===== src/rtl/alu_div_sequencer.sv =====
// alu_div_sequencer: 16/16 unsigned restoring divider. It borrows the shared
// combinational ALU, which runs one SUB per iteration, and reports quotient,
// remainder and a status byte laid out the same way as the ALU status.
module alu_div_sequencer #(
  parameter logic [5:0]  SUB_OP  = 6'b010011,
  parameter logic [5:0]  IDLE_OP = 6'b000000,
  parameter int unsigned ITERS   = 16
) (
  input  logic        clk,
  input  logic        rst,
  input  logic        start,
  input  logic        abort,
  input  logic [15:0] dividend,
  input  logic [15:0] divisor,
  output logic        busy,
  output logic        done,
  output logic [15:0] quotient,
  output logic [15:0] remainder,
  output logic [7:0]  status_out,
  output logic        alu_req,
  input  logic        alu_gnt,
  output logic [5:0]  alu_opcode,
  output logic [15:0] alu_rs1,
  output logic [15:0] alu_rs2,
  input  logic [15:0] alu_result,
  input  logic        alu_carry
);

  localparam int unsigned CW = $clog2(ITERS);

  localparam logic [1:0] IDLE = 2'd0;
  localparam logic [1:0] RUN  = 2'd1;
  localparam logic [1:0] DONE = 2'd2;

  logic [1:0]    state;
  logic [15:0]   q_reg;
  logic [15:0]   r_reg;
  logic [15:0]   d_reg;
  logic [CW-1:0] count;
  logic          div_zero;

  // Results shown outside the done cycle; refreshed only when a done pulse
  // completes, so an abort leaves the previous result visible.
  logic [15:0]   quotient_hold;
  logic [15:0]   remainder_hold;
  logic [7:0]    status_hold;

  logic [15:0]   shifted_rem;
  logic [7:0]    status_calc;
  logic          last_iter;

  // Shifted partial remainder and status derived from the working registers
  always_comb begin
    shifted_rem = {r_reg[14:0], q_reg[15]};
    last_iter   = (count == CW'(ITERS - 1));
    status_calc = {(q_reg == 16'h0000), q_reg[15], 1'b0, 1'b0,
                   div_zero, q_reg[15] ^ div_zero, 1'b1, 1'b0};
  end

  // Control state: abort beats start, grant and the iteration step
  always_ff @(posedge clk or posedge rst) begin
    if (rst) begin
      state <= IDLE;
    end else if (abort) begin
      state <= IDLE;
    end else begin
      case (state)
        IDLE: begin
          if (start) begin
            state <= (divisor != 16'h0000) ? RUN : DONE;
          end
        end
        RUN: begin
          if (alu_gnt && last_iter) begin
            state <= DONE;
          end
        end
        DONE:    state <= IDLE;
        default: state <= IDLE;
      endcase
    end
  end

  // Working registers: operand latch on start, one restoring step per grant
  always_ff @(posedge clk or posedge rst) begin
    if (rst) begin
      q_reg    <= 16'h0000;
      r_reg    <= 16'h0000;
      d_reg    <= 16'h0000;
      count    <= '0;
      div_zero <= 1'b0;
    end else if (!abort) begin
      if (state == IDLE && start) begin
        count <= '0;
        d_reg <= divisor;
        if (divisor != 16'h0000) begin
          q_reg    <= dividend;
          r_reg    <= 16'h0000;
          div_zero <= 1'b0;
        end else begin
          q_reg    <= 16'hFFFF;
          r_reg    <= dividend;
          div_zero <= 1'b1;
        end
      end else if (state == RUN && alu_gnt) begin
        // Carry set means no borrow: the trial subtraction is kept
        r_reg <= alu_carry ? alu_result : shifted_rem;
        q_reg <= {q_reg[14:0], alu_carry};
        count <= count + CW'(1);
      end
    end
  end

  // Result hold registers, loaded as a non-aborted done cycle ends
  always_ff @(posedge clk or posedge rst) begin
    if (rst) begin
      quotient_hold  <= 16'h0000;
      remainder_hold <= 16'h0000;
      status_hold    <= 8'h00;
    end else if (state == DONE && !abort) begin
      quotient_hold  <= q_reg;
      remainder_hold <= r_reg;
      status_hold    <= status_calc;
    end
  end

  // Outputs: ALU drive depends on state only, never on alu_gnt
  always_comb begin
    busy       = (state != IDLE);
    done       = (state == DONE) && !abort;
    alu_req    = (state == RUN);
    alu_opcode = alu_req ? SUB_OP : IDLE_OP;
    alu_rs1    = alu_req ? shifted_rem : 16'h0000;
    alu_rs2    = alu_req ? d_reg : 16'h0000;
    quotient   = done ? q_reg : quotient_hold;
    remainder  = done ? r_reg : remainder_hold;
    status_out = done ? status_calc : status_hold;
  end

endmodule


===== config.mk =====
export PLATFORM = sky130hd
export DESIGN_NAME = alu_div_sequencer
export DESIGN_NICKNAME = d
export VERILOG_FILES = /design/src/rtl/alu_div_sequencer.sv
export SDC_FILE = /design/constraint.sdc
export NUM_CORES = 1
export LEC_CHECK = 0
export CELL_PAD_IN_SITES_DETAIL_PLACEMENT = 0
export CELL_PAD_IN_SITES_GLOBAL_PLACEMENT = 1
export CORE_MARGIN = 2
export CORE_UTILIZATION = 37
export CTS_BUF_LIST = sky130_fd_sc_hd__clkbuf_2 sky130_fd_sc_hd__clkbuf_4 sky130_fd_sc_hd__clkbuf_8
export CTS_CLUSTER_SIZE = 40
export DETAILED_ROUTE_END_ITERATION = 7
export HOLD_SLACK_MARGIN = 0.02
export PLACE_DENSITY_LB_ADDON = 0.05
export REMOVE_ABC_BUFFERS = 1
export SLEW_MARGIN = 20
export SYNTH_ARGS = -nofsm -noshare
export SYNTH_HDL_FRONTEND = slang
export SYNTH_SLANG_ARGS = --single-unit

===== constraint.sdc =====
create_clock -name clk -period 3.7 [get_ports clk]
set_input_delay 0.925 -clock clk [delete_from_list [all_inputs] [get_ports clk]]
set_output_delay 0.925 -clock clk [all_outputs]
set_load 0.01 [all_outputs]

# [After elaboration in Yosys (flattened, before gate mapping)]
# Index checks and enable logic that the tools add are counted.
[classes] addsub=1 mul=0 div=0 n_lt_le_gt_ge=0 eq_ne=5 n_shift=0 n_mux=21 bitwise=2 n_reduce_logical=13
[op_table] cell="$mux W16" n=11
[op_table] cell="$logic_not A16 Y1" n=1
[op_table] cell="$reduce_bool A16 Y1" n=1
[op_table] cell="$mux W2" n=4
[op_table] cell="$mux W4" n=2
[op_table] cell="$mux W8" n=1
[op_table] cell="$reduce_and A2 Y1" n=3
[op_table] cell="$mux W5" n=1
[op_table] cell="$add A4 B1 Y4 const B" n=1
[op_table] cell="$eq A4 B4 Y1 const B" n=1
[op_table] cell="$logic_and A1 B1 Y1" n=4
[op_table] cell="$pmux W2 S2" n=1
[op_table] cell="$reduce_bool A2 Y1" n=2
[op_table] cell="$ne A3 B2 Y1 const B" n=1
[op_table] cell="$ne A3 B3 Y1 const B" n=1
[op_table] cell="$eq A2 B1 Y1 const B" n=1
[op_table] cell="$eq A2 B2 Y1 const B" n=1
[op_table] cell="$logic_not A2 Y1" n=1
[op_table] cell="$logic_not A1 Y1" n=1
[op_table] cell="$mux W1" n=1
[op_table] cell="$not A1 Y1" n=1
[op_table] cell="$xor A1 B1 Y1" n=1
[word_totals] regBits=95 latch_bits=0 ramBits=0 romBits=0 inputBits=54 memories=0

# [Logic depth before layout (Yosys ltp)]
[depth] depth_word=5 ltp_mapped=7 mapped_depth_nobuf=4

# [Worst setup path before layout]
# No wires, ideal clock.
[synth_timing] path_type="in2out" from="in abort" to="out quotient[10]" t_arrival_ns=1.882 slack_ns=0.893 stages=3 path_buffers=1 cell_sequence="nor3b_2 -> buf_2 -> mux2_2"
[synth_via] elab_chain_cells=3
[synth_lines] element="start: declaration" line="12" rtl="input logic abort,"
[synth_lines] element="$logic_not A1 Y1" line="130" rtl="done = (state == DONE) && !abort;"
[synth_lines] element="$logic_and A1 B1 Y1" line="130"
[synth_lines] element="$mux W16" line="135" rtl="quotient = done ? q_reg : quotient_hold;"
[synth_lines] element="end: declaration" line="17" rtl="output logic [15:0] quotient,"
# Every way passes these cells.

# [Worst setup path after layout]
[layout_timing] from="in abort" to="out remainder[8]"
[layout_via] elab_chain_cells=3
[layout_lines] element="$logic_not A1 Y1" line="130"
[layout_lines] element="$logic_and A1 B1 Y1" line="130"
[layout_lines] element="$mux W16" line="136" rtl="remainder = done ? r_reg : remainder_hold;"
[layout_lines] element="end: declaration" line="18" rtl="output logic [15:0] remainder,"
# Every way passes these cells.

==> flow_summary.yaml <==
cts:
  hold_buffers: 0
  cts.sinks: 95
  cts_buffers: 9
  cts_root_buf: "clkbuf_8"
  clock_latency_ns: 0.37
  cts_tree: "yes"
  htree_num_levels: 3
  clk_pin_slew_ns: 0.09
  cts_buffer_depth: 2
drt:
  drtIter0Drc: 136
  dr.pass1.iters: 4
  ant_nets: 0
  vias: 3354
  drt_wl_total_um: 11800
  remaining_drc_errors: 0
  wl_per_cell_um: 17.6
  viasPerCell: 4.98
global_route:
  grt_usage_pct: 18.9
  grt_pass1_wl_um: 18800
  grt.overflow.total: 0
  grt_max_degree: 55
  grt_pass1_vias: 3404
  antenna_found_initial: 0
setup_path:
  critPathCaptureType: "output port"
  critPathKind: "in2out"
  startpoint_type: "primary input"
  arrival_ns: 2.69
  path_cells: "dlygate4sd2_1 -> nor3b_4 -> buf_4 -> bufbuf_16 -> mux2_2 -> clkdlybuf4s50_1"
  critPathMaxFanout: 20
  path_buf_inv: 4
  critPathTopFamily: "buffers and inverters"
  required_ns: 2.77
  slowest_delay_ns: 0.48
  crit_path_top_delay_cell: "clkdlybuf4s50_1"
sta:
  relSlewSlack_pct: 51.9
  max_freq_mhz: 277
  hold_viol_final: 0
  skew_ns: 0.0107
  fin_crit_ns: 3.61
  worstMarginPinSlew_ns: 0.721
  drv_slew: 0
  setup_viol: 0
  min_period_over_period_pct: 97.7
  rsz0062_at_grt: "no"
  setup_ws_ns: 0.0861
layout:
  layout_common_cells: "clkdlybuf4s50_1 (122), dfrtp_1 (95), mux2_2 (42), nor2_1 (36), and2_1 (33)"
  synthToLayoutAreaGrowth_pct: 39.9
  final_common_cell: "clkdlybuf4s50_1"
  fin_area_sq_um: 6240
  drive_gt1_share_pct: 15.6
  n_antenna_cell: 0
  nNetsFinal: 576
  final_cells: 673
synthesis:
  ys.flop_type: "dfrtp_1"
  synth_seq_cells: 95
  synth_edf_count: 0
  async_flop_share_pct: 100
  synth_warnings: 0
  syn_area_sq_um: 4460
  syn_area_per_cell_sq_um: 11.3
  synthDistinctLibCells: 31
  yosysSeqAreaShare_pct: 53.3
  syn_inst: 396
place:
  dp_cells: 653
  hpwl_um: 7500
  gp_congestion: 0.691
  postPlaceCellArea_sq_um: 5910
  pre_cts_ws_ns: -0.108
  portBuffers: 131
power_and_ir_drop:
  power.leakage_nw: 2.89
  ir_drop_uv: 178
  p_per_area_nw_per_um2: 423
  power_mw: 2.64
run:
  cap_violations: 0
die:
  die_h_um: 114
  fp.dieW_um: 114
  core_sq_um: 11900
  rows: 40
  die-area_sq_um: 13000
  ios: 135
  start_util_pct: 37.5
status:
  status: "finished clean"
min_path:
  hold_path_class: "reg2reg"
[through the flow]
stage	util (%)	setup TNS (ns)	hold slack, ns
finish	52.4	0	0.460
global route	52.4	0	0.472
floorplan	-	-14.90	0.449
detailed placement	49.6	-0.830	0.446
global placement	49.6	-0.0655	0.440
CTS	52.3	0	0.468
[cell usage after synthesis, types with 2 or more instances]
cell type   n  share of area, %
nand2_1    21               1.8
nor4_1      8               1.1
clkbuf_1   10              0.84
a31oi_1    18               2.5
nor2_1     36               3.0
buf_2      16               1.8
a21oi_1    17               1.9
or2_2       2              0.28
nor2b_1     5              0.70
mux2_1      8               2.0
o21ai_0     7              0.78
and2_1     33               4.6
buf_4       8               1.3
dfrtp_1    95                53
nand4_1     3              0.42
inv_1       6              0.50
mux2i_1    33               7.4
mux2_2     42                11
o211ai_1   16               2.7
[kinds of logic after synthesis]
| kind of cell | Yosys count | share of synthesized area (%) |
|---|---|---|
| AOI/OAI and AO/OA | 60 | 8.21 |
| xor gates and xnor gates | 1 | 0.196 |
| adders and majority gates | 1 | 0.280 |
| buffers and inverters | 40 | 4.48 |
| DFF | 95 | 53.3 |
| muxes | 83 | 20.0 |
| other | 1 | 0.0840 |
| and+or+nand+nor | 115 | 13.5 |
[worst paths after layout]
path	start	to	slack, ns	depth (start not counted)
worst max register to register	state[0]	q_reg[3]	1.82	4
max in group asynchronous	rst	count[3]	1.96	3
min in group asynchronous	rst	status_hold[1]	1.01	2
worst min-delay path	status_hold[1]	status_hold[1]	0.46	1
worst min register to register	status_hold[1]	status_hold[1]	0.46	1
worst max-delay path	abort	remainder[8]	0.09	6
[report_power, final]
group | leakage, nW | total, mW | switching [mW] | internal (mW)
logic | 1.56 | 0.547 | 0.245 | 0.303
registers | 1.21 | 1.29 | 0.125 | 1.17
clock network | 0.120 | 0.802 | 0.369 | 0.433
[routing by layer]
| layer | share of wire (%) | vias to the layer above | wire, um | GRT usage [%] |
|---|---|---|---|---|
| met4 | 1.1 | 0 | 133 | 6.50 |
| met1 | 47 | 1636 | 5600 | 25.9 |
| met5 | 0 | - | 0 | 0 |
| met3 | 4.4 | 10 | 523 | 4.09 |
| met2 | 47 | 79 | 5580 | 29.8 |
| li1 | - | 1629 | - | - |
[final cells by class]
| class | count | area [sq um] |
|---|---|---|
| Fill cell | 1092 | 5670 |
| Sequential cell | 95 | 2380 |
| Multi-Input combinational cell | 263 | 1910 |
| Timing Repair Buffer | 146 | 1520 |
| Tap cell | 147 | 184 |
| Clock buffer | 13 | 166 |
| Clock inverter | 3 | 65.1 |
| Inverter | 6 | 25.0 |
[worst reg2reg max path, delay by kind of cell (launching register included)]
kind,cells,cell delay (ns)
buffers and inverters,1,0.54
DFF,1,0.49
and+or+nand+nor,1,0.31
muxes,1,0.29
AOI/OAI and AO/OA,1,0.10
[what timing repair did]
| action | CTS | global route |
|---|---|---|
| setup buffers | 2 | 0 |
| setup endpoints to repair | 35 | 8 |
| pin swaps | 0 | 0 |
| cloned | 2 | 0 |
| gates resized for setup | 2 | 8 |
No activity file was read; power rests on OpenSTA's default activity.
